--- src/rtl/line_refill_pkg.sv ---
// Shared types for the cache line refill master: physical address, AXI ID,
// refill FSM states and the AXI3 read channel bundles.
package line_refill_pkg;

  typedef logic [31:0] phys_t;
  typedef logic [3:0]  axi_id_t;

  typedef enum logic [1:0] {
    RF_IDLE,
    RF_WAIT_ARREADY,
    RF_READ,
    RF_DONE
  } rf_state_t;

  typedef struct packed {
    phys_t       araddr;
    logic [3:0]  arlen;
    logic [2:0]  arsize;
    logic [1:0]  arburst;
    logic [1:0]  arlock;
    logic [3:0]  arcache;
    logic [2:0]  arprot;
    logic        arvalid;
    logic        rready;
  } axi3_rd_req_t;

  typedef struct packed {
    logic        arready;
    logic [31:0] rdata;
    logic [1:0]  rresp;
    logic        rlast;
    logic        rvalid;
  } axi3_rd_resp_t;

  localparam logic [2:0] AXI_SIZE_4B    = 3'b010;
  localparam logic [1:0] AXI_BURST_INCR = 2'b01;
  localparam logic [1:0] AXI_RESP_OKAY  = 2'b00;

endpackage

--- src/rtl/axi3_rd_if.sv ---
// AXI3 read-channel bundle: request/response structs plus the ID signals.
interface axi3_rd_if;
  import line_refill_pkg::*;

  axi3_rd_req_t  axi3_rd_req;
  axi3_rd_resp_t axi3_rd_resp;
  axi_id_t       arid;
  axi_id_t       rid;

  modport master (output axi3_rd_req, output arid, input axi3_rd_resp, input rid);
  modport slave  (input axi3_rd_req, input arid, output axi3_rd_resp, output rid);

endinterface

--- src/rtl/line_refill.sv ---
// Single-line AXI3 INCR burst reader for cache refill. One request in, one
// assembled line plus error summary out; beats are also forwarded as they land.
//
// state           | meaning
// RF_IDLE         | ready for a refill request
// RF_WAIT_ARREADY | AR issued, holding address until arready
// RF_READ         | collecting beats with matching rid
// RF_DONE         | one-cycle line_valid/line_err pulse
module line_refill
  import line_refill_pkg::*;
#(
  parameter int      LINE_WIDTH = 256,
  parameter axi_id_t ARID       = '0,
  localparam int     LINE_BYTE_OFFSET = $clog2(LINE_WIDTH / 8),
  localparam int     BURST_LIMIT      = LINE_WIDTH / 32 - 1,
  localparam int     CNT_W            = LINE_BYTE_OFFSET - 2,
  localparam int     LABEL_W          = 32 - LINE_BYTE_OFFSET
) (
  input  logic                  clk,
  input  logic                  rst,
  axi3_rd_if.master             axi,
  input  phys_t                 i_req_addr,
  input  logic                  i_req_valid,
  output logic                  o_req_ready,
  output logic [LINE_WIDTH-1:0] o_line_data,
  output logic                  o_line_valid,
  output logic                  o_line_err,
  output logic                  o_beat_valid,
  output logic [CNT_W-1:0]      o_beat_idx,
  output logic [31:0]           o_beat_data,
  output logic                  o_busy
);

  localparam logic [CNT_W-1:0] CNT_LAST = CNT_W'(BURST_LIMIT);

  rf_state_t                   r_state;
  logic                        r_arvalid;
  logic                        r_line_valid;
  logic                        r_req_ready;
  logic                        r_busy;
  logic [LABEL_W-1:0]          r_label;
  logic [CNT_W-1:0]            r_cnt;
  logic                        r_err;
  logic [BURST_LIMIT:0][31:0]  r_line;

  logic                        w_req_fire;
  logic                        w_accept;
  logic                        w_last;
  logic                        w_beat_err;
  logic                        w_unused_offset;
  axi3_rd_req_t                w_req;

  // The byte offset within the line is irrelevant: the burst always starts at the line base.
  assign w_unused_offset = ^i_req_addr[LINE_BYTE_OFFSET-1:0];

  assign w_req_fire = (r_state == RF_IDLE) && i_req_valid;
  assign w_accept   = (r_state == RF_READ) && axi.axi3_rd_resp.rvalid && (axi.rid == ARID);
  assign w_last     = (r_cnt == CNT_LAST);
  // Bad response, or rlast disagreeing with our own beat count, marks the line bad.
  assign w_beat_err = (axi.axi3_rd_resp.rresp != AXI_RESP_OKAY) ||
                      (axi.axi3_rd_resp.rlast != w_last);

  // AR channel is fully static apart from the latched line label.
  always_comb begin
    w_req         = '0;
    w_req.araddr  = {r_label, {LINE_BYTE_OFFSET{1'b0}}};
    w_req.arlen   = 4'(BURST_LIMIT);
    w_req.arsize  = AXI_SIZE_4B;
    w_req.arburst = AXI_BURST_INCR;
    w_req.arvalid = r_arvalid;
    w_req.rready  = w_accept;
  end

  assign axi.axi3_rd_req = w_req;
  assign axi.arid        = ARID;

  assign o_req_ready  = r_req_ready;
  assign o_busy       = r_busy;
  assign o_line_valid = r_line_valid;
  assign o_line_err   = r_line_valid & r_err;
  assign o_line_data  = r_line;
  assign o_beat_valid = w_accept;
  assign o_beat_idx   = r_cnt;
  assign o_beat_data  = axi.axi3_rd_resp.rdata;

  // Refill sequencing with registered handshake/status outputs.
  always_ff @(posedge clk) begin
    if (rst) begin
      r_state      <= RF_IDLE;
      r_arvalid    <= 1'b0;
      r_line_valid <= 1'b0;
      r_req_ready  <= 1'b1;
      r_busy       <= 1'b0;
    end else begin
      case (r_state)
        RF_IDLE: begin
          if (i_req_valid) begin
            r_state     <= RF_WAIT_ARREADY;
            r_arvalid   <= 1'b1;
            r_req_ready <= 1'b0;
            r_busy      <= 1'b1;
          end
        end
        RF_WAIT_ARREADY: begin
          if (axi.axi3_rd_resp.arready) begin
            r_state   <= RF_READ;
            r_arvalid <= 1'b0;
          end
        end
        RF_READ: begin
          // Completion follows our own count; an early or missing rlast only flags an error.
          if (w_accept && w_last) begin
            r_state      <= RF_DONE;
            r_line_valid <= 1'b1;
          end
        end
        RF_DONE: begin
          r_state      <= RF_IDLE;
          r_line_valid <= 1'b0;
          r_req_ready  <= 1'b1;
          r_busy       <= 1'b0;
        end
        default: begin
          r_state      <= RF_IDLE;
          r_arvalid    <= 1'b0;
          r_line_valid <= 1'b0;
          r_req_ready  <= 1'b1;
          r_busy       <= 1'b0;
        end
      endcase
    end
  end

  // Label capture, beat counting, error accumulation and line assembly.
  always_ff @(posedge clk) begin
    if (rst) begin
      r_label <= '0;
      r_cnt   <= '0;
      r_err   <= 1'b0;
      r_line  <= '0;
    end else if (w_req_fire) begin
      r_label <= i_req_addr[31:LINE_BYTE_OFFSET];
      r_cnt   <= '0;
      r_err   <= 1'b0;
    end else if (w_accept) begin
      r_line[r_cnt] <= axi.axi3_rd_resp.rdata;
      r_err         <= r_err | w_beat_err;
      if (!w_last) begin
        r_cnt <= r_cnt + 1'b1;
      end
    end
  end

endmodule

--- src/flat_wrapper.sv ---
// flat-port wrapper written by rule: the top's interface ports become plain ports
module line_refill_flat import line_refill_pkg::*;
#(
  parameter int      LINE_WIDTH = 256,
  parameter axi_id_t ARID       = '0,
  localparam int     LINE_BYTE_OFFSET = $clog2(LINE_WIDTH / 8),
  localparam int     BURST_LIMIT      = LINE_WIDTH / 32 - 1,
  localparam int     CNT_W            = LINE_BYTE_OFFSET - 2,
  localparam int     LABEL_W          = 32 - LINE_BYTE_OFFSET
)
  (clk, rst, i_req_addr, i_req_valid, o_req_ready, o_line_data, o_line_valid, o_line_err, o_beat_valid, o_beat_idx, o_beat_data, o_busy, axi_axi3_rd_req, axi_arid, axi_axi3_rd_resp, axi_rid);
  axi3_rd_if axi_i ();
  input  logic clk;
  input  logic rst;
  input  phys_t i_req_addr;
  input  logic i_req_valid;
  output logic o_req_ready;
  output logic [LINE_WIDTH-1:0] o_line_data;
  output logic o_line_valid;
  output logic o_line_err;
  output logic o_beat_valid;
  output logic [CNT_W-1:0] o_beat_idx;
  output logic [31:0] o_beat_data;
  output logic o_busy;
  output wire logic [$bits(axi_i.axi3_rd_req)-1:0] axi_axi3_rd_req;
  output wire logic [$bits(axi_i.arid)-1:0] axi_arid;
  input wire logic [$bits(axi_i.axi3_rd_resp)-1:0] axi_axi3_rd_resp;
  input wire logic [$bits(axi_i.rid)-1:0] axi_rid;
  assign axi_axi3_rd_req = axi_i.axi3_rd_req;
  assign axi_arid = axi_i.arid;
  assign axi_i.axi3_rd_resp = axi_axi3_rd_resp;
  assign axi_i.rid = axi_rid;
  line_refill #(.LINE_WIDTH(LINE_WIDTH), .ARID(ARID)) u_core (.clk(clk), .rst(rst), .axi(axi_i), .i_req_addr(i_req_addr), .i_req_valid(i_req_valid), .o_req_ready(o_req_ready), .o_line_data(o_line_data), .o_line_valid(o_line_valid), .o_line_err(o_line_err), .o_beat_valid(o_beat_valid), .o_beat_idx(o_beat_idx), .o_beat_data(o_beat_data), .o_busy(o_busy));
endmodule
--- config.mk ---
export PLATFORM = sky130hd
export DESIGN_NAME = line_refill_flat
export DESIGN_NICKNAME = d
export VERILOG_FILES = /design/src/rtl/line_refill_pkg.sv /design/src/rtl/axi3_rd_if.sv /design/src/rtl/line_refill.sv /design/src/flat_wrapper.sv
export SDC_FILE = /design/constraint.sdc
export NUM_CORES = 1
export LEC_CHECK = 0
export CORE_ASPECT_RATIO = 1.25
export CORE_MARGIN = 10
export CORE_UTILIZATION = 35
export DETAILED_ROUTE_END_ITERATION = 8
export PLACE_DENSITY = 0.74
export SKIP_CTS_REPAIR_TIMING = 1
export SYNTH_ARGS = -nofsm -noshare
export SYNTH_HDL_FRONTEND = slang
export SYNTH_SLANG_ARGS = --single-unit
--- constraint.sdc ---
create_clock -name clk -period 2.15 [get_ports clk]
set_input_delay 0.215 -clock clk [delete_from_list [all_inputs] [get_ports clk]]
set_output_delay 0.215 -clock clk [all_outputs]
set_load 0.05 [all_outputs]
==> impl_metrics.ini, run 1 <==
[run_status]
run_status = finished, violations left
failed_checks = setup timing

[die]
rows = 72
die_w_um = 178.9
core_sq_um = 31080
start_util = 0.3552
die-area_sq_um = 39090
die_height_um = 218.6
ios = 428

[worst_setup_path]
end_kind = primary output
crit_type = reg2out
start_kind = register
crit_fanout = 5
required_ns = 1.93
cp.arrival_ns = 2.05

[final_layout]
fin_area_sq_um = 16640
drive_gt1_frac = 0.1193
antenna_cells = 0
final_common_cell = nand2_1
nNetsFinal = 1857
layout_common_cells = nand2_1 (570), clkdlybuf4s50_1 (357), dfxtp_1 (291)
final_cells = 2201
area_growth_pct = 50.78
post-route-util = 0.5355

[clocking]
cts_root_buf = clkbuf_16
clock_sinks = 293
numCtsBuffers = 29
cts_tree = yes
clock_latency_ns = 0.55
cts_buffer_depth = 3
clkTransAtPathRegs_ns = 0.06
h-tree-depth = 1

[sta]
max-slew-margin-rel = 0.5524
hold_viol_final = 0
fmax_mhz = 442.2
setup_tns_ns = -5.718
worst_slack_ns = -0.1116
post-route-period-util = 1.052
slew_violations = 0
rsz0062_at_grt = yes
fin_skew_ns = 0.009960
setup_viol = 109
period_needed_ns = 2.262
worst_pin_slew_ns = 0.6693

[drt]
num_vias = 10830
vias_per_cell = 4.920
wirelength_um = 42740
wl_per_cell_um = 19.42
initialDrtViolationCount = 729
drcViolationCount = 0
first_pass_iters = 5
drtAntennaViolNets = 0

[worst_hold_path]
worstHoldPathType = in2reg

[synthesis]
synth-seq-area-share = 0.5313
yosysUniqueCellTypes = 42
synth_edf_count = 0
async_flop_share = 0
ys_ff_latch = 293
avgSynthCellArea_sq_um = 7.824
syn-cell-area_sq_um = 11040
syn_inst = 1411
ys.flop_type = dfxtp_1
synth_warnings = 0

[global_routing]
grt_use_total = 0.2009
grt_max_degree = 72
gr-total-overflow = 0
grt_pass1_wl_um = 61610
grt_pass1_vias = 10477
antenna_found_initial = 0

[placement]
gp_congestion = 0.8335
place_inst = 2142
dpl_cell_area_sq_um = 15530
dpl.hpwl_um = 30610
pre_cts_slack_ns = -0.3306
port_buffers = 395

[pwr]
powerDensity_nw_per_um2 = 762.8
p_leak_nw = 5.801
ir_drop_v = 0.0007009

[run]
drv_cap = 0
through the flow:
step                      total power, mW  hold WS [ns]
final                               12.70        0.1647
after global routing                13.16        0.1910
after CTS                           12.80        0.1474
after detailed placement            7.779        0.4454
after global placement              7.740        0.4406
after floorplan                     7.056        0.3510
cell families after synthesis:
| group | synth area share |
|---|---|
| xor+xnor | 0.001587 |
| flops | 0.5313 |
| fa+ha+maj | 0.006800 |
| buf+inv | 0.09702 |
| simple gates | 0.2223 |
| other cells | 0.0006803 |
| compound gates | 0.1385 |
| mux | 0.001814 |
registers in the layout (all words and copies together), names as in the netlist:
register and flops:
u_core.r_err 1, u_core.r_arvalid 1, u_core.o_line_valid 1, u_core.o_busy 1, u_core.r_state 2, u_core.o_beat_idx 3, u_core.o_line_data 256, u_core.o_req_ready 1
u_core.r_label 27
path summary, 6_finish.rpt:
check | cells after the start | slack (ns) | start | to
setup / recovery | 7 | -0.11 | u_core.r_state[0] | axi_axi3_rd_req[0]
hold / removal | 2 | 0.16 | rst | u_core.o_line_valid
setup reg to reg | 7 | -0.11 | u_core.r_state[0] | u_core.o_line_data[103]
hold reg to reg | 2 | 0.45 | u_core.r_label[4] | u_core.r_label[4]
layer usage:
metal	GRT usage	vias to the layer above	part of all wire
met5	0	-	0
met2	0.3504	480	0.50
met4	0.1002	0	0.048
met3	0.06314	101	0.10
met1	0.2132	5090	0.35
li1	-	5159	-
where the power goes:
group          leakage [nW]  switching (mW)  internal, mW
Sequential             2.36          0.0747          5.56
Combinational          2.98            1.35         0.695
Clock                 0.455            2.14          2.88
Total                  5.80            3.56          9.14
worst max-delay path, cell delays in order (launching register included):
cell and delay, ns:
dfxtp_2 0.32, inv_2 0.06, ha_4 0.12, or4b_4 0.50, buf_6 0.15, nor2_4 0.08
buf_6 0.13, buf_12 0.13
Yosys cell counts (all sizes together), types with 3 or more instances:
| cell | n | area, sq um |
|---|---|---|
| nand2b | 3 | 18.77 |
| dfxtp | 293 | 5866 |
| a21oi | 288 | 1441 |
| inv | 3 | 11.26 |
| nor3 | 8 | 50.05 |
| ha | 6 | 75.07 |
| nor4 | 4 | 50.05 |
| clkbuf | 67 | 251.5 |
| nor2 | 6 | 22.52 |
| buf | 123 | 808.3 |
| or4 | 4 | 30.03 |
| nand2 | 570 | 2140 |
layout make-up:
class,instances,area (sq um)
Clock buffer,40,817.0
Fill cell,2835,14440
Timing Repair Buffer,498,5010
Clock inverter,10,111.4
Inverter,3,11.26
Tap cell,407,509.2
Multi-Input combinational cell,950,4318
Sequential cell,293,5868
Power figures use the tool's default switching activity.
==> run 2: changes to the inputs <==
--- a/config.mk
+++ b/config.mk
@@ -14,3 +14,4 @@
 export SYNTH_ARGS = -nofsm -noshare
 export SYNTH_HDL_FRONTEND = slang
 export SYNTH_SLANG_ARGS = --single-unit
+export TNS_END_PERCENT = 1
==> run 2 against run 1 <==
  * The run still ends with setup timing left
  * Via count decreased by 1.5%
  * Final cell count down 0.95%
  * Register-to-register slack better by 0.02 ns
  * Sequential share of layout area up 0.34 points
  * Clock skew up 0.0029 ns
  * Sequential power is essentially flat
  * Critical path type unchanged
  * Critical endpoint is now o_beat_valid
  * Largest cell class unchanged
==> impl_metrics.ini, run 2 (synthesis results as in run 1) <==
[final_layout]
drive_gt1_frac = 0.1100
nNetsFinal = 1838
post-route-util = 0.5303
multi_input_area_sq_um = 4333
layout_common_cells = nand2_1 (570), clkdlybuf4s50_1 (358), dfxtp_1 (292)
fin_area_sq_um = 16480
antenna_cells = 0
final-seq-area_sq_um = 5867
fillers = 2862
area_growth_pct = 49.30
final_common_cell = nand2_1
largest_reg_flops = 256

[drt]
drtAntennaViolNets = 0
wl_per_cell_um = 19.50
vias_per_cell = 4.892
drcViolationCount = 0
first_pass_iters = 5
wirelength_um = 42500
initialDrtViolationCount = 881
num_vias = 10664

[worst_setup_path]
crit_type = reg2out
critPathTopFamily = simple AND/OR/NAND/NOR gates
crit_fanout = 3
crit_top_cell = buf_12
max_stage_delay_ns = 0.48
start_kind = register
critPathSlowestCell = or4b_4
end_kind = primary output
cp.buffers_inverters = 4
path_cells = inv_2 > ha_4 > or4b_4 > buf_6 > nor2_4 > buf_12 > buf_12
cp.arrival_ns = 2.07
required_ns = 1.93

[global_routing]
grt_use_total = 0.2007
antenna_found_initial = 0
grt_pass1_vias = 10239
gr-total-overflow = 0
grt_max_degree = 81
grt_pass1_wl_um = 61480

[clocking]
cts_tree = yes
h-tree-depth = 1
clkTransAtPathRegs_ns = 0.07
clock_sinks = 293
cts_buffer_depth = 3
clock_latency_ns = 0.55
cts_root_buf = clkbuf_16
numCtsBuffers = 29

[placement]
gp_congestion = 0.8547
port_buffers = 395
dpl_cell_area_sq_um = 15490
dpl.hpwl_um = 30570

[pwr]
seq_power_share = 0.450
clock_power_share = 0.390
switchingPower_mw = 3.507
comb_power_share = 0.160
power_mw = 12.53
p_leak_nw = 5.689
ir_drop_v = 0.0007460
swShare = 0.2799
powerDensity_nw_per_um2 = 760.1
internal-power_mw = 9.021

[die]
die_w_um = 178.9
core_sq_um = 31080
rows = 72
start_util = 0.3552
ios = 428
die_height_um = 218.6
die-area_sq_um = 39090

[sta]
fmax_mhz = 437.3
worst_slack_ns = -0.1368
period_needed_ns = 2.287
post-route-period-util = 1.064
setup_viol = 99
slew_violations = 0
fin_skew_ns = 0.01289
hold_viol_final = 0
max-slew-margin-rel = 0.5799
fin_worst_hold_slack_ns = 0.2193
worst_pin_slew_ns = 0.6281
rsz0062_at_grt = yes

[run_status]
failed_checks = setup timing
run_status = finished, violations left

[run]
drv_cap = 0

[worst_hold_path]
worstHoldPathType = in2reg
run 2: stage by stage:
| stage | setup slack [ns] | instances | TNS, ns |
|---|---|---|---|
| 3_5_place_dp | -0.2987 | 2130 | -40.35 |
| 4_1_cts | -0.2919 | 2178 | -2.174 |
| 6_report | -0.1368 | 2180 | -6.399 |
| 2_1_floorplan | -0.02361 | 1436 | -2.560 |
| 5_1_grt | -0.2043 | 2180 | -17.01 |
| 3_3_place_gp | -0.2603 | 2130 | -35.72 |
run 2: cell type report:
class / instances / share of cell area
multi-input cells: 950 / 0.2629
inverters: 3 / 0.0006832
flip-flops and latches: 293 / 0.3560
well taps: 407 / 0.03090
repair buffers: 479 / 0.2951
clock buffers: 41 / 0.05041
clock inverters: 7 / 0.004023
run 2: final timing paths:
kind,slack [ns],depth (start not counted),start,end
setup / recovery,-0.14,7,u_core.r_state[0],o_beat_valid
hold reg to reg,0.45,2,u_core.r_label[22],u_core.r_label[22]
setup reg to reg,-0.09,8,u_core.r_state[0],u_core.o_line_data[101]
hold / removal,0.22,3,i_req_addr[18],u_core.r_label[13]
run 2: power groups by stage:
| stage | sequential (mW) | clock [mW] | combinational [mW] |
|---|---|---|---|
| floorplan | 6.11 | 0 | 0.939 |
| global placement | 5.75 | 0 | 1.96 |
| detailed placement | 5.75 | 0 | 1.99 |
| CTS | 5.63 | 4.97 | 1.99 |
| global route | 5.65 | 5.20 | 2.15 |
| finish | 5.64 | 4.88 | 2.01 |
run 2: tightest hold or removal path: stages:
cell and delay, ns:
clkdlybuf4s50_1 0.40, nand2_1 0.05, a21oi_1 0.05
run 2: per-layer routing:
layer	track usage	vias up	part of all wire
li1	-	5116	-
met1	0.2231	5005	0.37
met2	0.3485	454	0.49
met3	0.05951	89	0.098
met4	0.08253	0	0.040
met5	0	-	0
==> run 3: changes to the inputs <==
--- a/config.mk
+++ b/config.mk
@@ -6,7 +6,7 @@
 export NUM_CORES = 1
 export LEC_CHECK = 0
 export CORE_ASPECT_RATIO = 1.25
-export CORE_MARGIN = 10
+export CORE_MARGIN = 1.5
 export CORE_UTILIZATION = 35
 export DETAILED_ROUTE_END_ITERATION = 8
 export PLACE_DENSITY = 0.74
==> run 3 against run 2 <==
  * The run still ends with setup timing left
  * Wire length down 7.6%
  * Final cell count up 0.23%
  * Maximum frequency down 1.5%
  * Final area up 0.80%
  * Total power up 2.7%
  * Flip-flop and latch count unchanged
  * First-iteration DRC count down 6.0%
  * Highest routed layer unchanged
==> impl_metrics.ini, run 3 (synthesis results as in run 1) <==
[run_status]
run_status = finished, violations left
failed_checks = setup timing

[worst_setup_path]
crit_type = reg2out
cp.buffers_inverters = 4
required_ns = 1.93
path_cells = inv_2 > ha_4 > or4b_4 > buf_6 > nor2_4 > buf_12 > buf_12
start_kind = register
startpoint = u_core.r_state[0]
max_stage_delay_ns = 0.47
crit_top_cell = buf_12
crit_fanout = 3
end_kind = primary output
critPathTopFamily = simple AND/OR/NAND/NOR gates
worst-path-stages = 7
critPathSlowestCell = or4b_4
cp.arrival_ns = 2.11
r2r-start = u_core.r_state[0]
worstRegToRegCells = 8

[global_routing]
grt_pass1_vias = 10543
gr-total-overflow = 0
antenna_found_initial = 0
grt_pass1_wl_um = 59380
grt_max_degree = 74
grt_use_total = 0.2334

[drt]
wirelength_um = 39290
first_pass_iters = 5
initialDrtViolationCount = 828
drcViolationCount = 0
vias_per_cell = 4.957
drtAntennaViolNets = 0
wl_per_cell_um = 17.98
num_vias = 10830

[pwr]
switchingPower_mw = 3.555
seq_power_share = 0.439
clock_power_share = 0.409
powerDensity_nw_per_um2 = 774.3
p_leak_nw = 5.722
power_mw = 12.86
swShare = 0.2763
ir_drop_v = 0.0008797
internal-power_mw = 9.310
comb_power_share = 0.152

[worst_hold_path]
worstHoldPathType = in2reg
hold_start = i_req_addr[15]
whs_path_depth = 3

[sta]
hold_viol_final = 0
rsz0062_at_grt = yes
slew_violations = 0
max-slew-margin-rel = 0.6053
setup_tns_ns = -4.152
period_needed_ns = 2.322
post-route-period-util = 1.080
worst_slack_ns = -0.1716
worst_pin_slew_ns = 0.5902
fmax_mhz = 430.7
fin_skew_ns = 0.03586
setup_viol = 102
fin_worst_hold_slack_ns = 0.1947

[clocking]
clkTransAtPathRegs_ns = 0.06
cts_tree = yes
h-tree-depth = 1
cts_buffer_depth = 3
cts_root_buf = clkbuf_16
clock_sinks = 293
clock_latency_ns = 0.57
numCtsBuffers = 29

[final_layout]
largest_reg_flops = 256
final_cells = 2185
final_common_cell = nand2_1
layout_common_cells = nand2_1 (568), clkdlybuf4s50_1 (358), dfxtp_1 (291)
drive_gt1_frac = 0.1192
antenna_cells = 0
post-route-util = 0.5361
area_growth_pct = 50.50
nNetsFinal = 1837

[placement]
gp_congestion = 0.8159
port_buffers = 395
dpl.hpwl_um = 27330
place_inst = 2129

[die]
rows = 72
die_height_um = 201.6
die_w_um = 161.9
ios = 428
start_util = 0.3562
die-area_sq_um = 32620
core_sq_um = 30990

[run]
drv_cap = 0
[run 3: layout make-up]
cell class	count	area, sq um
sequential	293	5868
multi-input combinational	950	4397
timing repair buffer	478	4853
fill	2874	14380
clock inverter	10	163.9
tap	407	509.2
inverter	3	11.26
clock buffer	44	812.0
[run 3: power by group through the flow]
| stage | Sequential (mW) | Clock (mW) | Combinational (mW) |
|---|---|---|---|
| 2_1_floorplan | 6.11 | 0 | 0.939 |
| 3_3_place_gp | 5.75 | 0 | 1.92 |
| 3_5_place_dp | 5.76 | 0 | 1.94 |
| 4_1_cts | 5.64 | 5.35 | 1.95 |
| 5_1_grt | 5.66 | 5.57 | 2.09 |
| 6_report | 5.64 | 5.26 | 1.96 |
[run 3: through the flow]
stage          cell area, sq um  worst slack (ns)
2_1_floorplan             11160          -0.02361
3_3_place_gp              15480           -0.3139
3_5_place_dp              15480           -0.3355
4_1_cts                   16450           -0.3344
5_1_grt                   16610           -0.2322
6_report                  16610           -0.1716
[run 3: worst min-delay path: stages]
cell and delay, ns:
clkdlybuf4s50_1 0.40, nand2_1 0.05, a21oi_1 0.05
[run 3: path summary, 6_finish.rpt]
check / endpoint / slack, ns
max reg2reg: u_core.o_line_data[98] / -0.09
min reg2reg: u_core.o_line_data[193] / 0.45
min: u_core.r_label[10] / 0.19
max: axi_axi3_rd_req[0] / -0.17
[run 3: routing by layer]
metal,share of wire,wire (um),global-route usage,vias up
li1,-,-,-,5127
met4,0.050,1949,0.1137,0
met2,0.50,19530,0.4180,447
met5,0,0,0,-
met3,0.072,2820,0.04886,120
met1,0.38,14980,0.2607,5136
